File: src/rtl/clk_ctrl_pkg.sv
// Shared types and constants for the clk_div_ctrl clock divider.
package clk_ctrl_pkg;

  // Default width of the divisor and half-period counter.
  localparam int DEFAULT_W = 16;

  // Controller states:
  //   STOP     - clock held low, counter parked at 0
  //   RUN      - clock running, no divisor change pending
  //   PEND     - clock running, new divisor waits for the next falling toggle
  //   STOPPING - finishing the current high phase before stopping
  typedef enum logic [1:0] {
    STOP     = 2'd0,
    RUN      = 2'd1,
    PEND     = 2'd2,
    STOPPING = 2'd3
  } state_e;

endpackage : clk_ctrl_pkg

File: src/rtl/clk_div_ctr.sv
// Half-period counter: counts 0..div_i-1, wraps to 0, and flags the last count.
module clk_div_ctr
  import clk_ctrl_pkg::*;
#(
  parameter int W = DEFAULT_W
) (
  input  logic         clk_i,
  input  logic         rst_i,
  input  logic         clr_i,   // load 0
  input  logic         cnt_i,   // advance one step
  input  logic [W-1:0] div_i,   // half-period length, never 0
  output logic         tc_o     // counter is at div_i-1
);

  logic [W-1:0] ctr_q;

  assign tc_o = (ctr_q == div_i - W'(1));

  // Counter register: clear has priority, otherwise count and wrap at terminal.
  always_ff @(posedge clk_i) begin
    // NOTE: registers are written with <= so every flop samples pre-edge values;
    // a blocking = here would make evaluation order change the result.
    if (rst_i || clr_i) begin
      ctr_q <= '0;
    end else if (cnt_i) begin
      ctr_q <= tc_o ? '0 : ctr_q + W'(1);
    end
  end

endmodule : clk_div_ctr

File: src/rtl/clk_div_ctrl.sv
// Run/stop clock divider with glitch-free divisor change handshake.
// Build option: define CLK_DIV_CTRL_GB_EN to drive clk_o through an SB_GB
// global buffer; without it clk_o comes straight from its register.
module clk_div_ctrl
  import clk_ctrl_pkg::*;
#(
  parameter int          W       = DEFAULT_W,
  parameter int unsigned DIV_RST = 1
) (
  input  logic         clk_i,
  input  logic         rst_i,
  input  logic         en_i,
  input  logic         div_req_i,
  input  logic [W-1:0] div_i,
  output logic         busy_o,
  output logic         div_ack_o,
  output logic [W-1:0] div_o,
  output logic         clk_o,
  output logic         rise_o,
  output logic         fall_o
);

  // Reset divisor, with 0 treated as 1 so the counter always has a terminal.
  localparam logic [W-1:0] DivRstC = (DIV_RST == 0) ? W'(1) : W'(DIV_RST);

  function automatic logic [W-1:0] clamp_div(input logic [W-1:0] d);
    return (d == '0) ? W'(1) : d;
  endfunction

  state_e       state_q, state_d;
  logic         clk_q, clk_d;
  logic         rise_q, rise_d;
  logic         fall_q, fall_d;
  logic         busy_q, busy_d;
  logic         ack_q, ack_d;
  logic [W-1:0] div_q, div_d;
  logic [W-1:0] pend_q, pend_d;

  logic ctr_clr;
  logic ctr_cnt;
  logic tc;
  logic accept;

  assign accept = div_req_i && !busy_q;

  clk_div_ctr #(.W(W)) u_ctr (
    .clk_i (clk_i),
    .rst_i (rst_i),
    .clr_i (ctr_clr),
    .cnt_i (ctr_cnt),
    .div_i (div_q),
    .tc_o  (tc)
  );

  // Next-state logic: clock toggling, run/stop sequencing and divisor handoff.
  always_comb begin
    // NOTE: every signal gets a default before the case so no path leaves one
    // unassigned, which would otherwise infer a latch.
    state_d = state_q;
    clk_d   = clk_q;
    rise_d  = 1'b0;
    fall_d  = 1'b0;
    busy_d  = busy_q;
    ack_d   = 1'b0;
    div_d   = div_q;
    pend_d  = pend_q;
    ctr_clr = 1'b0;
    ctr_cnt = 1'b0;

    // A new request is latched whenever nothing is pending; it can never
    // collide with an apply below because applying needs busy_q set.
    if (accept) begin
      pend_d = clamp_div(div_i);
      busy_d = 1'b1;
    end

    unique case (state_q)
      STOP: begin
        ctr_clr = 1'b1;
        // Stopped: a pending divisor goes live one cycle after it was latched.
        if (busy_q) begin
          div_d  = pend_q;
          ack_d  = 1'b1;
          busy_d = 1'b0;
        end
        // Leaving STOP starts a fresh low phase from ctr=0.
        if (en_i) begin
          state_d = accept ? PEND : RUN;
        end
      end

      RUN, PEND: begin
        if (!en_i && !clk_q) begin
          // Already low: stop at once, any pending divisor is applied in STOP.
          state_d = STOP;
          ctr_clr = 1'b1;
        end else begin
          ctr_cnt = 1'b1;
          if (tc) begin
            clk_d  = !clk_q;
            rise_d = !clk_q;
            fall_d = clk_q;
            // Divisor changes only at a falling toggle so no phase is cut short.
            if (clk_q && busy_q) begin
              div_d  = pend_q;
              ack_d  = 1'b1;
              busy_d = 1'b0;
            end
          end
          if (!en_i) begin
            state_d = tc ? STOP : STOPPING;
          end else if (tc && clk_q && busy_q) begin
            state_d = RUN;
          end else if (accept) begin
            state_d = PEND;
          end
        end
      end

      STOPPING: begin
        // Clock is high here; finish the phase, fall, then park.
        ctr_cnt = 1'b1;
        if (tc) begin
          clk_d   = 1'b0;
          fall_d  = 1'b1;
          state_d = STOP;
          if (busy_q) begin
            div_d  = pend_q;
            ack_d  = 1'b1;
            busy_d = 1'b0;
          end
        end
      end

      default: state_d = STOP;
    endcase
  end

  // State and output registers with synchronous reset.
  always_ff @(posedge clk_i) begin
    if (rst_i) begin
      state_q <= STOP;
      clk_q   <= 1'b0;
      rise_q  <= 1'b0;
      fall_q  <= 1'b0;
      busy_q  <= 1'b0;
      ack_q   <= 1'b0;
      div_q   <= DivRstC;
      pend_q  <= '0;
    end else begin
      state_q <= state_d;
      clk_q   <= clk_d;
      rise_q  <= rise_d;
      fall_q  <= fall_d;
      busy_q  <= busy_d;
      ack_q   <= ack_d;
      div_q   <= div_d;
      pend_q  <= pend_d;
    end
  end

  assign busy_o    = busy_q;
  assign div_ack_o = ack_q;
  assign div_o     = div_q;
  assign rise_o    = rise_q;
  assign fall_o    = fall_q;

`ifdef CLK_DIV_CTRL_GB_EN
  SB_GB u_clk_gb (
    .USER_SIGNAL_TO_GLOBAL_BUFFER (clk_q),
    .GLOBAL_BUFFER_OUTPUT         (clk_o)
  );
`else
  assign clk_o = clk_q;
`endif

endmodule : clk_div_ctrl

File: config.mk
export PLATFORM = sky130hd
export DESIGN_NAME = clk_div_ctrl
export DESIGN_NICKNAME = d
export VERILOG_FILES = /design/src/rtl/clk_ctrl_pkg.sv /design/src/rtl/clk_div_ctr.sv /design/src/rtl/clk_div_ctrl.sv
export SDC_FILE = /design/constraint.sdc
export NUM_CORES = 1
export LEC_CHECK = 0
export BUFFER_PORTS_ARGS = -buffer_cell sky130_fd_sc_hd__buf_4
export CAP_MARGIN = 20
export CORE_UTILIZATION = 50
export CTS_CLUSTER_SIZE = 20
export DETAILED_ROUTE_END_ITERATION = 16
export PLACE_DENSITY = 0.69
export SYNTH_ARGS = -nofsm -noshare
export SYNTH_HDL_FRONTEND = slang
export SYNTH_SLANG_ARGS = --single-unit
File: constraint.sdc
create_clock -name clk_i -period 3.8 [get_ports clk_i]
set_input_delay 0.76 -clock clk_i [delete_from_list [all_inputs] [get_ports clk_i]]
set_output_delay 0.76 -clock clk_i [all_outputs]
set_load 0.03 [all_outputs]
**After elaboration in Yosys (flattened, before gate mapping)**

Index checks and enable logic that the tools add are counted.

- Bits in registers: 55
- Input bits: 20
- Output and inout port bits: 21
- Logic and storage cells: 82

- $add $sub $neg: 2
- Eq/ne operators: 10
- Mux-type cells: 42
- Bitwise logic cells: 2
- Reductions and logical operators: 17

Operators by type and width:

| kind | number |
|---|---|
| 16-bit 2-to-1 mux | 7 |
| 16-bit one-hot mux with 3 select lines | 1 |
| 1-bit 2-to-1 mux | 19 |
| 16-bit by 1-bit adder with 16-bit output, second input constant | 1 |
| 16-bit equality test | 1 |
| 16-bit zero test | 1 |
| 2-bit 2-to-1 mux | 8 |
| 16-bit by 1-bit subtractor with 16-bit output, second input constant | 1 |
| 2-bit inequality test, second input constant | 5 |
| 1-bit one-hot mux with 2 select lines | 4 |
| 4-bit AND reduction | 2 |
| 1-bit one-hot mux with 3 select lines | 2 |
| 2-bit one-hot mux with 3 select lines | 1 |
| 1-bit logical AND | 5 |
| 5-bit inequality test, second input constant | 1 |
| 2-bit equality test, second input constant | 2 |
| 4-bit OR reduction | 1 |
| 1-bit zero test | 3 |
| 3-bit AND reduction | 1 |
| 2-bit by 1-bit equality test with 1-bit output, second input constant | 1 |
| 2-bit zero test | 1 |
| 1-bit inverter | 2 |
| 2-bit nonzero test | 1 |
| 2-bit OR reduction | 1 |
| 1-bit logical OR | 1 |

**Logic depth before layout (Yosys ltp)**

Gate-level depths: netlist of the first run.

- Depth after elaboration: 8
- Mapped depth: 12
- Gate-level depth less buffers: 10

**Modules after synthesis**

Synthesis of the first run repeated with hierarchy kept, for this count alone.

- Cell total of the unflattened synthesis: 376
- Area, all modules: 3081.7 um^2

By module, submodules not included:

| module | instances | cells an instance | area an instance (um^2) | sequential area each (um^2) |
|---|---|---|---|---|
| clk_div_ctrl | 1 | 205 | 1752.9 | 780.7 |
| clk_div_ctr | 1 | 171 | 1328.8 | 320.3 |

**Worst setup path before layout of the first run**

No wires, ideal clock.

- Path kind: reg-to-reg
- Start: register div_q[0], in the netlist div_o[0]
- End: register div_q[14], in the netlist div_o[14]
- Setup time: 63 ps
- Arrival: 2928 ps
- Data required time: 3737 ps
- Setup slack: 809 ps
- Stages on the path, launching flop included: 12
- Path buffers: 1
- Clock period less this slack: 2991 ps
- Path through: dfxtp_1 inv_1 ha_1 nor3b_2 and4_1 and2_1 o311a_1 a21o_1 a41o_4 buf_6 or4b_1 nand3_1

- Cells in the longest elaborated chain, start to end: 4
- Elaborated cells on any way between the ends: 5
- Those cells by class: add/sub: 1; eq/ne: 3; reduce/logical: 1

Ends and longest elaborated chain:

| item | line | RTL |
|---|---|---|
| start, declared | clk_div_ctrl.sv:36 | `logic [W-1:0] div_q, div_d;` |
| start signal, assigned | clk_div_ctrl.sv:148 | `div_q <= DivRstC;` |
| start signal, assigned | clk_div_ctrl.sv:157 | `div_q <= div_d;` |
| 16-bit by 1-bit subtractor with 16-bit output (*) | clk_div_ctr.sv:17 | `assign tc_o = (ctr_q == div_i - W'(1));` |
| 16-bit equality test (*) | clk_div_ctr.sv:17 |  |
| 2-bit inequality test (no source line) | n/a |  |
| 4-bit AND reduction (no source line) (*) | n/a |  |

Every way passes the cells marked *; elsewhere a longest branch is shown, timed or not.
A chain may end at the register's enable or synchronous reset.

**Worst setup path in the final report of the first run**

- Start: register div_q[0], in the netlist div_o[0]
- End: register u_ctr.ctr_q[14]

- Cells in the longest elaborated chain, start to end: 3

Ends and longest elaborated chain:

| item | line | RTL |
|---|---|---|
| 16-bit by 1-bit subtractor with 16-bit output | clk_div_ctr.sv:17 |  |
| 16-bit equality test | clk_div_ctr.sv:17 |  |
| 16-bit 2-to-1 mux | clk_div_ctr.sv:26 | `ctr_q <= tc_o ? '0 : ctr_q + W'(1);` |
| end signal, assigned | clk_div_ctr.sv:26 |  |
| end, declared | clk_div_ctr.sv:15 | `logic [W-1:0] ctr_q;` |

No other way between the ends.

==> results.toml, run 1 <==
[outcome]
outcome = "finished clean"

[clock_network]
ctsResizeCount = 0
ctsHoldBuffers = 0
numCtsBuffers = 5
clock_path_buffers = 2
insertion_delay_ns = 0.31
root_buffer = "clkbuf_8"
cts_tree = "yes"
cts_setup_buffers = 0
clock_sink_count = 55
cts.htree.levels = 2
clkTransAtPathRegs_ns = 0.10

[cells_and_area]
area_delta_synth_final_pct = 11.86
antenna_cells = 0
regArea_um2 = 1101
final_layout_size_suffix_gt1_frac = 0.1546
final_nets = 451
fillers = 602
final_area_um2 = 3659
multi_input_area_um2 = 1998

[hold_path]
hold_path_class = "flip-flop to flip-flop"
hold_depth = 2
min_to = "pend_q[9]"
hp-start = "pend_q[9]"

[drt]
drcViolationCount = 0
drt_pre_antenna_iters = 4
drtIter0Drc = 247
drt-met1-wl_mm = 3.789
wl_per_cell_um = 15.07
vias = 3030
vias_per_cell = 6.012
met3_length_um = 227
routed-wl-met2_mm = 3.518
ant_nets = 0
routed.top_layer = "met4"
drt-total-wl_mm = 7.596

[sta]
fin_crit_ns = 3.213
final_hold_viol_count = 0
worst_pin_slew_ns = 0.6797
finClkSkew_ns = 0.008643
period_share = 0.8455
finalSetupTns_ns = 0
fmax_ghz = 0.3113
rsz0062_at_grt = "false"
setup_violations = 0
maxSlewHeadroom = 0.5449
report.final.slew_viol_count = 0

[critical_path]
critPathMaxFanout = 14
worstReg2RegEnd = "u_ctr.ctr_q[14]"
worstSetupPathType = "flip-flop to flip-flop"
cp-start-kind = "flip-flop"
r2r_cells = 10
reg2reg_setup_slack_ns = 0.59
worstReg2RegStart = "div_o[0]"
cp.required_ns = 3.98
arrival_ns = 3.39
crit_path_end_kind = "flip-flop"

[floorplan]
io_pins = 41
die_w_um = 82.88
core_area_um2 = 6350
fp-row-count = 29
initial_core_util = 0.5151
die_h_um = 82.88
die-area_um2 = 6869

[global_route]
grt_pass1_wl_mm = 13.08
grt_antenna_before_repair = 0
track_usage = 0.2266
gr-total-overflow = 0
grt_max_degree = 38
grt_pass1_vias = 2663

[power_and_ir_drop]
p_sw_uw = 1086
internal_power_uw = 1281
combPwrFrac = 0.517
clkPwrFrac = 0.166
ir_drop_mv = 0.3042
power_uw = 2367
powerDensity_nw_per_um2 = 646.9
p_leak_uw = 0.001466
swShare = 0.4589
seq_power_share = 0.316

[synthesis]
ys_seq_area_frac = 0.3366
yosysWarningCount = 0
synth_edf_count = 0
syn_area_per_cell_um2 = 8.056
ys_ff_latch = 55
syn_inst = 406
syn_nets = 430
async_flop_share = 0
synth_area_um2 = 3271
synth.distinct_cells = 54
synth_top_flop_cell = "dfxtp_1"

[placement]
placed_area_um2 = 3545
finalWeightedCongestion = 0.8273
dp_hpwl_mm = 5.252
port_buffers = 40

[flow_run]
drv_cap = 0
==> critical path: stages (launching register included) <==
cell and delay [ns]:
dfxtp_1 0.39, inv_1 0.10, ha_1 0.17, nor3b_2 0.58
and4_1 0.31, and2_1 0.14, o311a_1 0.15, a21o_1 0.22
nand4_1 0.33, o21bai_2 0.58, nor2_1 0.11
==> per-layer routing <==
layer,up-vias,global-route usage
li1,1507,-
met1,1452,0.3300
met2,65,0.3525
met3,6,0.03181
met4,0,0.05643
met5,-,0
==> cells in the final DEF (no fill, tap or decap), types with 2 or more instances in the layout <==
| master | synthesis | final |
|---|---|---|
| a32oi_1 | 15 | 15 |
| or4_4 | 2 | 2 |
| and4_1 | 2 | 2 |
| nor3_1 | 10 | 10 |
| inv_1 | 9 | 9 |
| a211oi_1 | 4 | 4 |
| a31oi_1 | 4 | 4 |
| nor4_1 | 7 | 7 |
| ha_1 | 4 | 4 |
| nor4_4 | 2 | 2 |
| xor2_1 | 19 | 19 |
| a221oi_1 | 3 | 3 |
| nand2_1 | 66 | 66 |
| clkbuf_8 | 0 | 5 |
| o21ai_1 | 2 | 2 |
| nand3_1 | 22 | 22 |
| a21oi_1 | 21 | 21 |
| and2_1 | 2 | 2 |
| or2_2 | 3 | 3 |
| nand2b_1 | 4 | 4 |
| or4b_1 | 14 | 14 |
| xnor2_1 | 13 | 13 |
| or3_1 | 3 | 3 |
| nand4_1 | 6 | 6 |
| nor2b_1 | 3 | 3 |
| nor2_1 | 28 | 28 |
| nor3b_1 | 2 | 2 |
| buf_4 | 0 | 43 |
| o21ai_0 | 8 | 8 |
| mux2i_1 | 3 | 3 |
| and3_1 | 21 | 21 |
| dfxtp_1 | 55 | 55 |
==> cell usage after synthesis (7+ instances only) <==
master	instances	share of area
nor3_1	10	0.015
a21oi_1	21	0.032
and3_1	21	0.040
xnor2_1	13	0.035
clkbuf_1	19	0.022
a32oi_1	15	0.040
dfxtp_1	55	0.34
nor4_1	7	0.013
or4b_1	14	0.043
nand2_1	66	0.076
inv_1	9	0.010
o21ai_0	8	0.012
nor2_1	28	0.032
nand3_1	22	0.034
xor2_1	19	0.051
==> cells by family (layout without fill, tap and decap cells) <==
family,count (synthesis),after routing,synth area share
compound gates,71,71,0.1569
xor+xnor,32,32,0.08569
fa+ha+maj,4,4,0.01530
buf+inv,38,59,0.05241
flops,55,55,0.3367
mux,4,4,0.01339
simple gates,202,202,0.3397
==> flip-flops by register name, indices dropped and copies added, names as in the netlist <==
name and cells:
u_ctr.ctr_q 16, state_q 2, fall_o 1, clk_o 1, div_o 16, rise_o 1, busy_o 1, pend_q 16
div_ack_o 1
==> worst max path at each step <==
stage | startpoint | to | slack (ns) | cells past startpoint
2_1_floorplan | div_o[0] | div_o[14] | 0.81 | 11
3_3_place_gp | div_o[0] | u_ctr.ctr_q[15] | 0.78 | 10
3_5_place_dp | div_o[0] | u_ctr.ctr_q[14] | 0.61 | 10
4_1_cts | div_o[0] | u_ctr.ctr_q[14] | 0.58 | 10
5_1_grt | div_o[0] | u_ctr.ctr_q[9] | 0.27 | 10
6_report | div_o[0] | u_ctr.ctr_q[14] | 0.59 | 10
==> through the flow <==
stage                     std cells  hold WS (ns)  worst slack (ns)    util
after global routing            504        0.4771            0.2739  0.5762
after detailed placement        496        0.4422            0.6094  0.5582
after CTS                       503        0.4567            0.5752  0.5750
final                           504        0.4526            0.5872  0.5762
after floorplan                 406        0.4319            0.8094       -
after global placement          496        0.4385            0.7831  0.5582
==> area by class of cell <==
cell class,count,share of cell area
Clock inverter,2,0.01026
Inverter,9,0.009234
Timing Repair Buffer,43,0.08824
Tap cell,77,0.02633
Clock buffer,5,0.01881
Sequential cell,55,0.3010
Multi-Input combinational cell,313,0.5462
==> power groups by stage <==
stage                     Sequential (uW)  Combinational, uW  Clock [uW]
after floorplan                       778                985           0
after global placement                755               1200           0
after detailed placement              760               1210           0
after CTS                             747               1220         398
after global routing                  764               1340         422
final                                 748               1220         394
Power figures use the tool's default switching activity.
==> inputs of run 2 (changes only) <==
Settings changed: PLACE_DENSITY 0.69 to 0.72.
Clock period 3.8 ns to 2.59 ns, I/O delays scaled along.
==> run 2 against run 1 <==
The flow now finishes with violations (setup timing); clock-buffer cell count increased by 1; final cell count increased by 8.1%; first-iteration DRC count decreased by 38%; global-route usage increased by 2.9 points; via count increased by 10%; hold slack got worse by 0.0095 ns; maximum frequency increased by 17%.
==> results.toml, run 2 (synthesis results as in run 1) <==
[clock_network]
clock_path_buffers = 2
numCtsBuffers = 5
cts_tree = "yes"
insertion_delay_ns = 0.32
root_buffer = "clkbuf_8"
cts.htree.levels = 2
clock_sink_count = 55
clkTransAtPathRegs_ns = 0.12

[critical_path]
reg2reg_setup_slack_ns = -0.16
r2r_cells = 9
critPathMaxFanout = 7
arrival_ns = 3.01
worstReg2RegEnd = "div_o[10]"
cp.required_ns = 2.85
worstSetupPathType = "flip-flop to flip-flop"
worstReg2RegStart = "div_o[1]"
cp-start-kind = "flip-flop"
crit_path_end_kind = "flip-flop"

[sta]
finalSetupTns_ns = -3.153
fin_crit_ns = 2.751
maxSlewHeadroom = 0.6313
fmax_ghz = 0.3635
report.final.slew_viol_count = 0
final_hold_viol_count = 0
worst_pin_slew_ns = 0.5523
setup_violations = 33
finClkSkew_ns = 0.01363
rsz0062_at_grt = "true"
worst_slack_ns = -0.1612
period_share = 1.062

[floorplan]
fp-row-count = 29
core_area_um2 = 6350
die-area_um2 = 6869
io_pins = 41
initial_core_util = 0.5151
die_h_um = 82.88
die_w_um = 82.88

[placement]
dp_hpwl_mm = 5.656
port_buffers = 40
finalWeightedCongestion = 0.8620
placed_area_um2 = 3819

[cells_and_area]
fillers = 522
regArea_um2 = 1112
layout_common_cells = "buf_4 (73), nand2_1 (66), dfxtp_1 (50), nor2_1 (27)"
area_delta_synth_final_pct = 28.08
final_nets = 491
final_common_cell = "buf_4"
final_layout_size_suffix_gt1_frac = 0.2927
antenna_cells = 0
final_area_um2 = 4189
multi_input_area_um2 = 2242

[global_route]
met3_usage = 0.03479
track_usage = 0.2556
grt_pass1_vias = 3172
grt_max_degree = 38
gr-total-overflow = 0
use_met1 = 0.3456
grt_antenna_before_repair = 0
busiest_layer = "met2"
grt_pass1_wl_mm = 14.79
use_met2 = 0.4262

[flow_run]
drv_cap = 0

[hold_path]
hold_path_class = "input port to flip-flop"
hold_depth = 3
hp-start = "div_i[7]"
min_to = "pend_q[7]"

[drt]
drcViolationCount = 0
ant_nets = 0
drtIter0Drc = 152
drt_pre_antenna_iters = 4
wl_per_cell_um = 16.53
vias = 3334
drt-total-wl_mm = 9.009
vias_per_cell = 6.117

[power_and_ir_drop]
powerDensity_nw_per_um2 = 1124
ir_drop_mv = 0.6432
p_leak_uw = 0.001741

[outcome]
failed_checks = "setup timing"
outcome = "complete, but fails checks"
==> run 2: through the flow <==
stage / hold WS (ns) / total power, uW / utilization / std cells / setup slack, ns
global route: 0.4401 / 4924 / 0.6597 / 545 / -0.2185
floorplan: 0.4319 / 2650 / - / 406 / -0.03663
detailed placement: 0.4434 / 3335 / 0.6014 / 526 / -0.09840
global placement: 0.4401 / 3287 / 0.6014 / 526 / -0.04985
CTS: 0.4460 / 4434 / 0.6434 / 545 / -0.1011
finish: 0.4431 / 4708 / 0.6597 / 545 / -0.1612
==> run 2: final cells by class <==
| class | instances | area share |
|---|---|---|
| clock buffer | 6 | 0.01971 |
| clock inverter | 2 | 0.004779 |
| inverter | 9 | 0.008065 |
| multi-input combinational | 319 | 0.5352 |
| sequential | 55 | 0.2655 |
| tap | 77 | 0.02300 |
| timing repair buffer | 77 | 0.1437 |
==> run 2: what timing repair did <==
item / CTS / global route
gates resized for setup: 15 / 21
gates cloned: 7 / 0
setup endpoints to repair: 33 / 39
hold endpoints to repair: 0 / 0
buffers inserted: 4 / 0
pin swaps: 14 / 22
hold buffers: 0 / 0
==> run 2: metal layers <==
metal,share of wire,up-vias
met4,0.016,0
met1,0.45,1601
li1,-,1611
met2,0.49,105
met3,0.046,17
met5,0,-
==> run 2: worst max path at each step <==
stage,start,slack [ns],to,cells after the start
final,div_o[1],-0.16,div_o[10],9
after global routing,div_o[0],-0.22,div_o[15],9
after CTS,div_o[0],-0.10,div_o[4],9
after detailed placement,div_o[0],-0.1,div_o[2],8
after global placement,div_o[0],-0.05,div_o[4],8
after floorplan,div_o[0],-0.04,div_o[14],9
==> run 2: critical path: stages (launching register included) <==
cell and delay [ns]:
dfxtp_4 0.36, or4_4 0.58, nor4_4 0.30, mux2i_1 0.13, mux2i_2 0.24, nor4_4 0.07
buf_6 0.15, a41o_4 0.28, or4b_1 0.48, nand3_1 0.10
==> run 2: power breakdown <==
part | leakage, uW | total (uW) | internal (uW) | switching (uW)
logic | 0.00124 | 3100 | 1370 | 1730
registers | 0.000450 | 1070 | 950 | 118
clock network | 0.0000533 | 545 | 227 | 318
total | 0.00174 | 4710 | 2550 | 2160
